--- config.mk ---
export PLATFORM = sky130hd
export DESIGN_NAME = ysyx_22040750_ifu
export DESIGN_NICKNAME = d
export VERILOG_FILES = /design/src/rtl/ysyx_22040750_ifu_pkg.sv /design/src/rtl/ysyx_22040750_if_id_reg.sv /design/src/rtl/ysyx_22040750_ifu.sv
export SDC_FILE = /design/constraint.sdc
export NUM_CORES = 1
export LEC_CHECK = 0
export ABC_AREA = 1
export CORE_MARGIN = 4
export CORE_UTILIZATION = 33
export CTS_CLUSTER_SIZE = 8
export DETAILED_ROUTE_END_ITERATION = 10
export PLACE_DENSITY_LB_ADDON = 0.1
export SLEW_MARGIN = 20
export SYNTH_ARGS = -nofsm -noshare
export SYNTH_HDL_FRONTEND = slang
export SYNTH_SLANG_ARGS = --single-unit
--- constraint.sdc ---
create_clock -name I_clk -period 3.5 [get_ports I_clk]
set_input_delay 0.525 -clock I_clk [delete_from_list [all_inputs] [get_ports I_clk]]
set_output_delay 0.525 -clock I_clk [all_outputs]
set_load 0.05 [all_outputs]
--- src/rtl/ysyx_22040750_ifu_pkg.sv ---
// Shared types and constants for the instruction fetch unit.
package ysyx_22040750_ifu_pkg;

    typedef enum logic [2:0] {
        ST_BOOT = 3'd0,
        ST_REQ  = 3'd1,
        ST_WAIT = 3'd2,
        ST_NPC  = 3'd3,
        ST_DROP = 3'd4
    } ifu_state_e;

    localparam logic [31:0] DEFAULT_RESET_PC = 32'h8000_0000;
    localparam logic [31:0] NOP_INST         = 32'h0000_0013;

    // Sequential successor of a fetch PC; wraps modulo 2^32.
    function automatic logic [31:0] next_seq_pc(input logic [31:0] pc);
        return pc + 32'd4;
    endfunction

endpackage

--- src/rtl/ysyx_22040750_if_id_reg.sv ---
// IF/ID pipeline slot: one entry with valid/ready hand-off to decode.
module ysyx_22040750_if_id_reg (
    input  logic        clk,
    input  logic        rst_n,
    input  logic        load,
    input  logic [31:0] load_pc,
    input  logic [31:0] load_inst,
    input  logic        load_fault,
    input  logic        consume,
    input  logic        flush,
    output logic        valid,
    output logic [31:0] pc,
    output logic [31:0] inst,
    output logic        fault
);

    // Flush empties the slot; a reload wins over a same-cycle consume.
    always_ff @(posedge clk or negedge rst_n) begin
        if (!rst_n) begin
            valid <= 1'b0;
            pc    <= 32'h0;
            inst  <= 32'h0;
            fault <= 1'b0;
        end else if (flush) begin
            valid <= 1'b0;
        end else if (load) begin
            valid <= 1'b1;
            pc    <= load_pc;
            inst  <= load_inst;
            fault <= load_fault;
        end else if (consume) begin
            valid <= 1'b0;
        end
    end

endmodule

--- src/rtl/ysyx_22040750_ifu.sv ---
// Instruction fetch unit: owns the fetch PC, keeps one imem read in flight,
// and hands {pc, snpc, inst} to decode through the IF/ID slot.
// Optional feature: define YSYX_22040750_IFU_ALIGN_CHK_EN to turn misaligned
// fetch addresses into a faulting NOP instead of a memory request.
module ysyx_22040750_ifu
    import ysyx_22040750_ifu_pkg::*;
#(
    parameter logic [31:0] RESET_PC = DEFAULT_RESET_PC
) (
    input  logic        I_clk,
    input  logic        I_rst_n,
    input  logic [31:0] I_dnpc,
    input  logic        I_dnpc_valid,
    output logic        O_dnpc_ready,
    input  logic        I_flush,
    input  logic [31:0] I_flush_pc,
    output logic        O_imem_req_valid,
    input  logic        I_imem_req_ready,
    output logic [31:0] O_imem_addr,
    input  logic        I_imem_rsp_valid,
    output logic        O_imem_rsp_ready,
    input  logic [31:0] I_imem_rsp_data,
    output logic        O_IF_ID_valid,
    input  logic        I_IF_ID_ready,
    output logic [31:0] O_IF_ID_pc,
    output logic [31:0] O_IF_ID_snpc,
    output logic [31:0] O_IF_ID_inst,
    output logic        O_IF_ID_fault
);

    ifu_state_e  state, state_next;
    logic [31:0] pc, pc_next;
    logic [31:0] req_addr, req_addr_next;
    logic        kill, kill_next;
    logic        slot_free;
    logic        misaligned;
    logic        ifid_load;
    logic [31:0] ifid_load_inst;
    logic        ifid_load_fault;

`ifdef YSYX_22040750_IFU_ALIGN_CHK_EN
    assign misaligned = (req_addr[1:0] != 2'b00);
`else
    assign misaligned = 1'b0;
`endif

    assign slot_free    = !O_IF_ID_valid || I_IF_ID_ready;
    assign O_imem_addr  = req_addr;
    assign O_IF_ID_snpc = next_seq_pc(O_IF_ID_pc);

    // State, fetch PC, held request address and pending-kill flag.
    always_ff @(posedge I_clk or negedge I_rst_n) begin
        if (!I_rst_n) begin
            state    <= ST_BOOT;
            pc       <= RESET_PC;
            req_addr <= RESET_PC;
            kill     <= 1'b0;
        end else begin
            state    <= state_next;
            pc       <= pc_next;
            req_addr <= req_addr_next;
            kill     <= kill_next;
        end
    end

    // Fetch sequencing: handshakes, redirects and the IF/ID load decision.
    always_comb begin
        state_next       = state;
        pc_next          = pc;
        req_addr_next    = req_addr;
        kill_next        = kill;
        O_imem_req_valid = 1'b0;
        O_imem_rsp_ready = 1'b0;
        O_dnpc_ready     = 1'b0;
        ifid_load        = 1'b0;
        ifid_load_inst   = I_imem_rsp_data;
        ifid_load_fault  = 1'b0;

        if (I_flush) begin
            pc_next = I_flush_pc;
        end

        case (state)
            ST_BOOT: begin
                state_next    = ST_REQ;
                req_addr_next = I_flush ? I_flush_pc : pc;
            end

            ST_REQ: begin
                if (misaligned) begin
                    // No bus traffic; redirect simply retargets the slot.
                    if (I_flush) begin
                        req_addr_next = I_flush_pc;
                    end else if (slot_free) begin
                        ifid_load       = 1'b1;
                        ifid_load_inst  = NOP_INST;
                        ifid_load_fault = 1'b1;
                        state_next      = ST_NPC;
                    end
                end else begin
                    O_imem_req_valid = 1'b1;
                    if (I_imem_req_ready) begin
                        kill_next  = 1'b0;
                        state_next = (kill || I_flush) ? ST_DROP : ST_WAIT;
                    end else if (I_flush) begin
                        kill_next = 1'b1;
                    end
                end
            end

            ST_WAIT: begin
                O_imem_rsp_ready = slot_free;
                if (I_imem_rsp_valid && slot_free) begin
                    if (I_flush) begin
                        state_next    = ST_REQ;
                        req_addr_next = I_flush_pc;
                    end else begin
                        ifid_load  = 1'b1;
                        state_next = ST_NPC;
                    end
                end else if (I_flush) begin
                    state_next = ST_DROP;
                end
            end

            ST_NPC: begin
                O_dnpc_ready = !I_flush;
                if (I_flush) begin
                    state_next    = ST_REQ;
                    req_addr_next = I_flush_pc;
                end else if (I_dnpc_valid) begin
                    pc_next       = I_dnpc;
                    req_addr_next = I_dnpc;
                    state_next    = ST_REQ;
                end
            end

            ST_DROP: begin
                O_imem_rsp_ready = 1'b1;
                if (I_imem_rsp_valid) begin
                    state_next    = ST_REQ;
                    req_addr_next = pc_next;
                end
            end

            default: begin
                state_next = ST_BOOT;
            end
        endcase
    end

    ysyx_22040750_if_id_reg u_if_id (
        .clk        (I_clk),
        .rst_n      (I_rst_n),
        .load       (ifid_load),
        .load_pc    (req_addr),
        .load_inst  (ifid_load_inst),
        .load_fault (ifid_load_fault),
        .consume    (I_IF_ID_ready),
        .flush      (I_flush),
        .valid      (O_IF_ID_valid),
        .pc         (O_IF_ID_pc),
        .inst       (O_IF_ID_inst),
        .fault      (O_IF_ID_fault)
    );

endmodule

Word level (Yosys, flattened, before mapping):

Index checks and enable logic that the tools add are counted.

* bitwise gates (word level): 1
* shift operators: 0
* reductions and logical operators: 13
* multipliers: 0
* multiplexer cells: 30
* divide/modulo/power cells: 0
* equal/unequal tests: 10
* order comparisons: 0
* add/sub/neg operators: 1

Operators by type and width (count)
* $mux 32: 9
* $pmux 32 s4: 1
* $add 32x3->32 const B: 1
* $mux 3: 7
* $pmux 3 s5: 1
* $mux 1: 10
* $ne 2x2->1 const B: 4
* $eq 3x2->1 const B: 2
* $ne 3x3->1 const B: 2
* $reduce_and 5->1: 1
* $reduce_and 2->1: 2
* $reduce_and 4->1: 1
* $reduce_bool 4->1: 1
* $eq 3x1->1 const B: 1
* $eq 3x3->1 const B: 1
* $logic_not 3->1: 1
* $reduce_bool 3->1: 1
* $logic_not 1->1: 2
* $logic_or 1x1->1: 2
* $mux 2: 1
* $pmux 1 s2: 1
* $reduce_bool 2->1: 1
* $logic_and 1x1->1: 1
* $not 1->1: 1

* bits in read-only memories: 0
* input port bits: 103
* logic and storage cells: 62
* output and inout port bits: 133
* bits in latches: 0
* memories: 0
* bits in writable memories: 0
* flip-flop bits (word level): 133

Depth between registers and ports, before layout:

Gate-level depths: netlist (run 1).

* depth after elaboration: 7
* mapped depth: 9
* mapped depth without buffers: 8

By module:

From an unflattened synthesis (run 1), not the netlist that was laid out.

* cell total of the unflattened synthesis: 1054
* area, all modules: 7419.6 sq um

Modules (own cells, without submodules)
* ysyx_22040750_ifu: seq. area each 1704.1 sq um, area an instance 4798.4 sq um, instances 1, cells each 767
* ysyx_22040750_if_id_reg: seq. area each 1651.6 sq um, area an instance 2621.3 sq um, instances 1, cells each 287

Worst setup path after synthesis (run 1):

No wires, ideal clock.

* kind: register -> output
* start: reg u_if_id.pc[3]
* end: out O_IF_ID_snpc[16]
* required time: 2975 ps
* slack: 768 ps
* arrival time: 2207 ps
* path buffers: 0
* stages on the path, launching flop included: 6
* cell sequence: dfrtp_1 ha_1 nand3_1 nor2_1 nand3_1 xor2_1

* word-level cells in the longest chain between the ends: 1

RTL lines
* start, declared: RTL line ysyx_22040750_if_id_reg.sv:12 `output logic [31:0] pc,`
* start signal, assigned: RTL line ysyx_22040750_if_id_reg.sv:28 `pc <= load_pc;`
* $add 32x3->32: RTL line ysyx_22040750_ifu_pkg.sv:17 `return pc + 32'd4;`
* end, declared: RTL line ysyx_22040750_ifu.sv:26 `output logic [31:0] O_IF_ID_snpc,`

No other way between the ends.

Worst setup path in the final report (run 1):

* start: reg u_if_id.pc[9]
* end: out O_IF_ID_snpc[15]

Same word-level chain as after synthesis.

==> results.json, run 1 <==
{
  "drv_cap": 0,
  "vias_per_cell": 4.73,
  "cts_resized": 0,
  "synth_area_leader_cell": "dfrtp_1",
  "synth_fa_ha_area_frac": 0.00165,
  "dp_hpwl_mm": 18.3,
  "ys_ff_latch": 133,
  "initial_core_util": 0.335,
  "coreArea_sq_mm": 0.0226,
  "design_area_sq_mm": 0.0108,
  "reg2reg_slack_ns": 1.49,
  "detail-route-antenna-nets": 0,
  "met1Wirelength_mm": 12.3,
  "path_class": "flip-flop to primary output",
  "clockBufferDepth": 2,
  "worstPathMaxFanout": 5,
  "nNetsFinal": 1443,
  "syn_area_per_cell_sq_um": 6.73,
  "synthToLayoutAreaGrowth_pct": 42.3,
  "dr.max_layer_used": "met4",
  "cts_tree": "yes",
  "period_share": 0.916,
  "timing.rr.start": "state[0]",
  "power.static_leakage_uw": 0.00540,
  "setup_tns_ns": 0,
  "arrival_ns": 2.68,
  "vias": 7743,
  "worstMarginPinSlew_ns": 0.738,
  "num_rows": 55,
  "ys_types": 23,
  "synthXorXnorAreaFrac": 0.0185,
  "syn_area_sq_mm": 0.00759,
  "antenna_found_initial": 0,
  "clk_latency_ns": 0.42,
  "fin_crit_ns": 3.21,
  "synth_top_family_by_area": "simple AND/OR/NAND/NOR gates",
  "relSlewSlack": 0.508,
  "ys_warn_count": 0,
  "synth_nets": 1232,
  "grt_start_max_net_pins": 75,
  "drv_slew": 0,
  "muxShareOfSynthArea": 0,
  "firstDrtPassIters": 5,
  "avgRoutedWirePerCell_um": 15.4,
  "wl_mm": 25.2,
  "routabilityCongestion": 0.917,
  "synthCells": 1128,
  "hold_violations": 0,
  "grt_overflow_total": 0,
  "hp-class": "input pin to async pin",
  "fmax_mhz": 312,
  "wl_met3_mm": 1.52,
  "cts_setup_buffers": 0,
  "vdd_drop_max_uv": 379,
  "die_area_sq_mm": 0.0255,
  "numPortBuffers": 234,
  "synth-compound-area-share": 0.0790,
  "finalWorstSetupSlack_ns": 0.293,
  "worst_r2r_path_depth": 7,
  "die_h_um": 160,
  "wl_met2_mm": 10.8,
  "cts_sinks": 133,
  "cp-start-kind": "flip-flop",
  "seq_area_frac_synth": 0.439,
  "synthSimpleGateAreaFrac": 0.370,
  "die_w_um": 160,
  "boundaryPins": 236,
  "grt_pass1_vias": 7275,
  "cts_hold_buf": 0,
  "root_buffer": "clkbuf_16",
  "clkSlewWorstSetupHoldPaths_ns": 0.06,
  "drt_iter0_drc": 447,
  "n_antenna_cell": 0,
  "regToRegEndpoint": "O_imem_addr[28]",
  "rsz0062_at_grt": "no",
  "grt_usage": 0.197,
  "synth_top_area_frac": 0.432,
  "finClkSkew_ns": 0.0133,
  "placed_area_sq_mm": 0.0102,
  "powerDensity_mw_per_mm2": 991,
  "worstSetupEndpointType": "primary output",
  "place_ws_ns": 0.719,
  "drive_above_1_share": 0.0444,
  "required_ns": 2.97,
  "setup-violations-final": 0,
  "htreeDepth": 4,
  "drc": 0,
  "grt_pass1_wl_mm": 40.4,
  "status": "completed",
  "cts-buffers-inserted": 17,
  "synthTopCellsByArea": "dfrtp_1 43%, nand2_1 26%, nand3_1 7.9%, inv_1 5.4%, o21bai_1 3.3%"
}
[Yosys cell counts]
| master | instances |
|---|---|
| o21bai_1 | 33 |
| inv_1 | 109 |
| dfstp_2 | 2 |
| nand3_1 | 120 |
| buf_4 | 3 |
| buf_2 | 28 |
| conb_1 | 1 |
| nor3_1 | 1 |
| ha_1 | 1 |
| nor2_4 | 1 |
| nor2_2 | 1 |
| dfrtp_1 | 131 |
| clkinv_1 | 1 |
| nand2_1 | 519 |
| nor3_4 | 1 |
| o21ai_1 | 40 |
| nor2_1 | 58 |
| xor2_1 | 16 |
| o22ai_1 | 1 |
| o21ai_0 | 29 |
| inv_2 | 4 |
| clkbuf_1 | 27 |
| nand4_1 | 1 |
[layout by cell type, fill, tap and decap left out, drive strengths merged]
cell type,n
o22ai,1
o21ai,69
inv,117
nand2,519
clkinvlp,2
conb,1
clkinv,4
dfrtp,131
buf,19
o21bai,33
xor2,16
nand4,1
clkbuf,18
nor3,2
bufinv,4
ha,1
nor2,60
clkdlybuf4s50,231
dfstp,2
nand3,120
[area by class of cell]
cell class                      instances  area, sq um
Clock buffer                           18          429
Clock inverter                         13          196
Fill cell                            2345        11800
Timing Repair Buffer                  250         2480
Inverter                              114          428
Multi-Input combinational cell        823         3580
Sequential cell                       133         3330
Tap cell                              285          357
[critical path, stage by stage, from the launching register on]
cell and delay [ns]:
dfrtp_1 0.39, nand2_1 0.08, nor2_1 0.29, nand3_1 0.11
nor2_1 0.35, xor2_1 0.21, clkdlybuf4s50_1 0.83
[through the flow]
step	hold WS [ns]	total power, uW	utilization	instances
floorplan	0.229	6620	-	1128
global placement	0.453	8810	0.449	1605
detailed placement	0.458	8840	0.449	1605
CTS	0.121	10800	0.477	1636
global route	0.137	11300	0.477	1636
finish	0.0904	10700	0.477	1636
[power by group]
| part | switching, uW | internal, uW | total [uW] |
|---|---|---|---|
| clock network | 735 | 1200 | 1940 |
| logic | 4260 | 1910 | 6170 |
| registers | 498 | 2100 | 2600 |
| total | 5490 | 5210 | 10700 |
[state kept, by name, indices dropped and copies added (netlist names)]
signal	cells
u_if_id.valid	1
state	3
O_imem_addr	32
pc	32
u_if_id.inst	32
kill	1
u_if_id.pc	32
[worst max path at each step]
stage | startpoint | slack [ns] | to
finish | u_if_id.pc[9] | 0.29 | O_IF_ID_snpc[15]
global route | u_if_id.pc[9] | 0.002 | O_IF_ID_snpc[23]
CTS | u_if_id.pc[3] | 0.29 | O_IF_ID_snpc[16]
detailed placement | I_IF_ID_ready | 0.72 | O_imem_rsp_ready
global placement | I_IF_ID_ready | 0.68 | O_imem_rsp_ready
floorplan | u_if_id.pc[3] | 0.77 | O_IF_ID_snpc[16]
[logic make-up after synthesis]
| kind of cell | after synthesis |
|---|---|
| other cells | 1 |
| fa+ha+maj | 1 |
| buf+inv | 172 |
| flops | 133 |
| compound gates | 103 |
| xor+xnor | 16 |
| simple gates | 702 |
[routing by layer]
| layer | GRT usage | up-vias |
|---|---|---|
| li1 | - | 3924 |
| met1 | 0.290 | 3553 |
| met2 | 0.288 | 235 |
| met3 | 0.0446 | 31 |
| met4 | 0.0580 | 0 |
| met5 | 0 | - |
Power figures use the tool's default switching activity.
==> inputs of run 2 (changes only) <==
--- a/config.mk
+++ b/config.mk
@@ -8,6 +8,7 @@
 export ABC_AREA = 1
 export CORE_MARGIN = 4
 export CORE_UTILIZATION = 33
+export CTS_BUF_LIST = sky130_fd_sc_hd__clkbuf_4 sky130_fd_sc_hd__clkbuf_8 sky130_fd_sc_hd__clkbuf_16
 export CTS_CLUSTER_SIZE = 8
 export DETAILED_ROUTE_END_ITERATION = 10
 export PLACE_DENSITY_LB_ADDON = 0.1
==> results.json, run 2 (same netlist as run 1, synthesis figures left out) <==
{
  "status": "completed",
  "cts_tree": "yes",
  "path_class": "flip-flop to primary output",
  "cts_sinks": 133,
  "grt_usage": 0.197,
  "nNetsFinal": 1443,
  "cts-buffers-inserted": 17,
  "powerDensity_mw_per_mm2": 991,
  "clkSlewWorstSetupHoldPaths_ns": 0.06,
  "hold_violations": 0,
  "cts_setup_buffers": 0,
  "cpMostUsedCell": "nor2_1",
  "cp_slowest_stage_delay_ns": 0.83,
  "root_buffer": "clkbuf_16",
  "rsz0062_at_grt": "no",
  "initial_core_util": 0.335,
  "cts_hold_buf": 0,
  "cp-start-kind": "flip-flop",
  "mostFrequentLayoutCells": "519 x nand2_1, 231 x clkdlybuf4s50_1, 131 x dfrtp_1",
  "antenna_found_initial": 0,
  "arrival_ns": 2.68,
  "period_share": 0.914,
  "avgRoutedWirePerCell_um": 15.4,
  "die_w_um": 160,
  "setup-violations-final": 0,
  "fmax_mhz": 312,
  "boundaryPins": 236,
  "clk_latency_ns": 0.42,
  "grt_pass1_vias": 7274,
  "drt_iter0_drc": 433,
  "die_h_um": 160,
  "htreeDepth": 4,
  "relSlewSlack": 0.508,
  "worstSetupEndpointType": "primary output",
  "detail-route-antenna-nets": 0,
  "routabilityCongestion": 0.917,
  "grt_start_max_net_pins": 75,
  "firstDrtPassIters": 7,
  "coreArea_sq_mm": 0.0226,
  "drv_cap": 0,
  "finClkSkew_ns": 0.0134,
  "drv_slew": 0,
  "crit_chain": "nand2_1, nor2_1, nand3_1, nor2_1, xor2_1, clkdlybuf4s50_1",
  "hp-class": "input pin to async pin",
  "wl_mm": 25.2,
  "clockBufferDepth": 2,
  "num_rows": 55,
  "vias_per_cell": 4.73,
  "vias": 7733,
  "cts_resized": 0,
  "n_antenna_cell": 0,
  "required_ns": 2.97,
  "worstPathMaxFanout": 5,
  "numPortBuffers": 234,
  "slowest_stage": "clkdlybuf4s50_1",
  "worstMarginPinSlew_ns": 0.739,
  "final_common_cell": "nand2_1",
  "total_power_uw": 10700,
  "power.static_leakage_uw": 0.00540,
  "setup_tns_ns": 0,
  "die_area_sq_mm": 0.0255,
  "synthToLayoutAreaGrowth_pct": 42.4,
  "fin_crit_ns": 3.20,
  "grt_overflow_total": 0,
  "drc": 0,
  "vdd_drop_max_uv": 379,
  "grt_pass1_wl_mm": 40.4,
  "dp_hpwl_mm": 18.3,
  "drive_above_1_share": 0.0452
}
-- run 2: cell count changes in the layout (fill, tap and decap cells not counted) --
cell,delta
clkbuf_1,-1
clkbuf_4,+1
-- run 2: per-stage QoR --
step / setup slack [ns] / util / hold slack, ns / instance area, sq um / instances
2_1_floorplan: 0.768 / - / 0.229 / 7590 / 1128
3_3_place_gp: 0.676 / 0.449 / 0.453 / 10200 / 1605
3_5_place_dp: 0.719 / 0.449 / 0.458 / 10200 / 1605
4_1_cts: 0.290 / 0.477 / 0.121 / 10800 / 1636
5_1_grt: 0.00172 / 0.477 / 0.137 / 10800 / 1636
6_report: 0.300 / 0.477 / 0.0915 / 10800 / 1636
-- run 2: area by class of cell --
| cell class | instances | area [sq um] |
|---|---|---|
| clock inverter | 13 | 196 |
| multi-input combinational | 823 | 3580 |
| timing repair buffer | 250 | 2480 |
| clock buffer | 18 | 433 |
| inverter | 114 | 428 |
| sequential | 133 | 3330 |
| tap | 285 | 357 |
| fill | 2344 | 11800 |
-- run 2: layer usage --
layer / track usage / vias up / share of wire / wire length (um)
met3: 0.0446 / 31 / 0.062 / 1560
met5: 0 / - / 0 / 0
li1: - / 3923 / - / -
met2: 0.288 / 247 / 0.43 / 10800
met4: 0.0580 / 0 / 0.022 / 551
met1: 0.290 / 3532 / 0.49 / 12300
-- run 2: worst max-delay path, delay by kind of cell, from the launching register on --
kind / cells / cell delay [ns]
DFF: 1 / 0.39
and+or+nand+nor: 4 / 0.83
buffers and inverters: 1 / 0.83
xor gates and xnor gates: 1 / 0.21
-- run 2: final timing paths --
kind / to / start / depth (start not counted) / slack, ns
worst max-delay path: O_IF_ID_snpc[15] / u_if_id.pc[9] / 6 / 0.30
worst min register to register: u_if_id.inst[16] / u_if_id.inst[16] / 2 / 0.47
min in group I_clk: u_if_id.inst[16] / u_if_id.inst[16] / 2 / 0.47
max in group asynchronous: pc[31] / I_rst_n / 2 / 2.61
worst min-delay path: u_if_id.inst[13] / I_rst_n / 1 / 0.09
worst max register to register: O_imem_addr[28] / state[0] / 7 / 1.49
-- run 2: power breakdown --
| group | leakage, uW | internal (uW) | switching [uW] |
|---|---|---|---|
| clock network | 0.000302 | 1210 | 737 |
| logic | 0.00345 | 1910 | 4260 |
| registers | 0.00165 | 2100 | 497 |
| total | 0.00540 | 5220 | 5490 |
==> inputs of run 3 (changes only) <==
--- a/config.mk
+++ b/config.mk
@@ -6,7 +6,8 @@
 export NUM_CORES = 1
 export LEC_CHECK = 0
 export ABC_AREA = 1
-export CORE_MARGIN = 4
+export CORE_ASPECT_RATIO = 1.1
+export CORE_MARGIN = 3
 export CORE_UTILIZATION = 33
 export CTS_BUF_LIST = sky130_fd_sc_hd__clkbuf_4 sky130_fd_sc_hd__clkbuf_8 sky130_fd_sc_hd__clkbuf_16
 export CTS_CLUSTER_SIZE = 8
==> results.json, run 3 (same netlist as run 1, synthesis figures left out) <==
{
  "worstPathMaxFanout": 7,
  "cp-start-kind": "flip-flop",
  "required_ns": 2.97,
  "cts_tree": "yes",
  "firstDrtPassIters": 6,
  "slowest_stage": "clkdlybuf4s50_1",
  "vias_per_cell": 4.63,
  "cp_slowest_stage_delay_ns": 0.84,
  "crit_chain": "nand3_1, nor2_1, nand2_1, xor2_1, clkdlybuf4s50_1",
  "grt_pass1_vias": 7264,
  "wl_mm": 25.1,
  "die_h_um": 165,
  "num_rows": 57,
  "nNetsFinal": 1442,
  "finClkSkew_ns": 0.0116,
  "root_buffer": "clkbuf_16",
  "grt_pass1_wl_mm": 39.6,
  "arrival_ns": 2.65,
  "cts_resized": 0,
  "clk_latency_ns": 0.42,
  "mostFrequentLayoutCells": "519 x nand2_1, 231 x clkdlybuf4s50_1, 131 x dfrtp_1",
  "synthToLayoutAreaGrowth_pct": 41.3,
  "timing.rr.start": "state[0]",
  "worstMarginPinSlew_ns": 1.02,
  "fmax_mhz": 315,
  "drv_cap": 0,
  "dp_hpwl_mm": 18.1,
  "grt_usage": 0.203,
  "routabilityCongestion": 0.883,
  "n_antenna_cell": 0,
  "htreeDepth": 4,
  "hp-class": "input pin to async pin",
  "cts_hold_buf": 0,
  "worst-path-buf-inv": 1,
  "vdd_drop_max_uv": 382,
  "utilization": 0.480,
  "worstSetupEndpointType": "primary output",
  "die_area_sq_mm": 0.0249,
  "path_class": "flip-flop to primary output",
  "hold_violations": 0,
  "drv_slew": 0,
  "drc": 0,
  "cts_setup_buffers": 0,
  "die_w_um": 151,
  "fin_crit_ns": 3.18,
  "initial_core_util": 0.340,
  "cts_sinks": 133,
  "numPortBuffers": 234,
  "relSlewSlack": 0.318,
  "clkSlewWorstSetupHoldPaths_ns": 0.07,
  "status": "completed",
  "detail-route-antenna-nets": 0,
  "setup_tns_ns": 0,
  "powerDensity_mw_per_mm2": 977,
  "drt_iter0_drc": 499,
  "vias": 7616,
  "avgRoutedWirePerCell_um": 15.2,
  "clockBufferDepth": 2,
  "power.static_leakage_uw": 0.00536,
  "crit_family": "buffers and inverters",
  "antenna_found_initial": 0,
  "drive_above_1_share": 0.0452,
  "coreArea_sq_mm": 0.0223,
  "final_common_cell": "nand2_1",
  "grt_overflow_total": 0,
  "grt_start_max_net_pins": 77,
  "setup-violations-final": 0,
  "boundaryPins": 236,
  "cts-buffers-inserted": 17,
  "rsz0062_at_grt": "no",
  "critPathLaunch": "u_if_id.pc[4]",
  "period_share": 0.908
}
[run 3: final cells by class]
cell class | instances | area (sq um)
flip-flops and latches | 133 | 3330
repair buffers | 249 | 2460
well taps | 295 | 369
fillers | 2298 | 11600
multi-input cells | 823 | 3580
clock buffers | 17 | 425
clock inverters | 15 | 131
inverters | 114 | 428
[run 3: worst paths after layout]
check | to | slack (ns) | cells after the start
hold reg to reg | u_if_id.inst[1] | 0.47 | 2
hold / removal | u_if_id.inst[13] | 0.10 | 1
setup reg to reg | u_if_id.valid | 1.19 | 5
setup / recovery | O_IF_ID_snpc[11] | 0.32 | 5
min in group I_clk | u_if_id.inst[1] | 0.47 | 2
max in group asynchronous | u_if_id.inst[28] | 2.52 | 2
[run 3: power by group]
| part | switching [uW] | internal, uW | leakage, uW | total (uW) |
|---|---|---|---|---|
| registers | 517 | 2100 | 0.00165 | 2620 |
| logic | 4250 | 1910 | 0.00344 | 6150 |
| clock network | 772 | 934 | 0.000268 | 1710 |
[run 3: per-stage QoR]
stage               instance area, sq um  total power [uW]  hold slack (ns)  instances  worst slack, ns
floorplan                           7590              6620            0.229       1128            0.768
global placement                   10200              8820            0.453       1614            0.787
detailed placement                 10200              8850            0.457       1614            0.762
CTS                                10700             10600            0.154       1646            0.294
global route                       10700             11100            0.175       1646            0.127
finish                             10700             10500            0.104       1646            0.321
[run 3: per-layer routing]
metal | track usage | routed length (um)
met1 | 0.294 | 11800
met2 | 0.313 | 11400
met3 | 0.0319 | 1370
met4 | 0.0627 | 420
met5 | 0 | 0
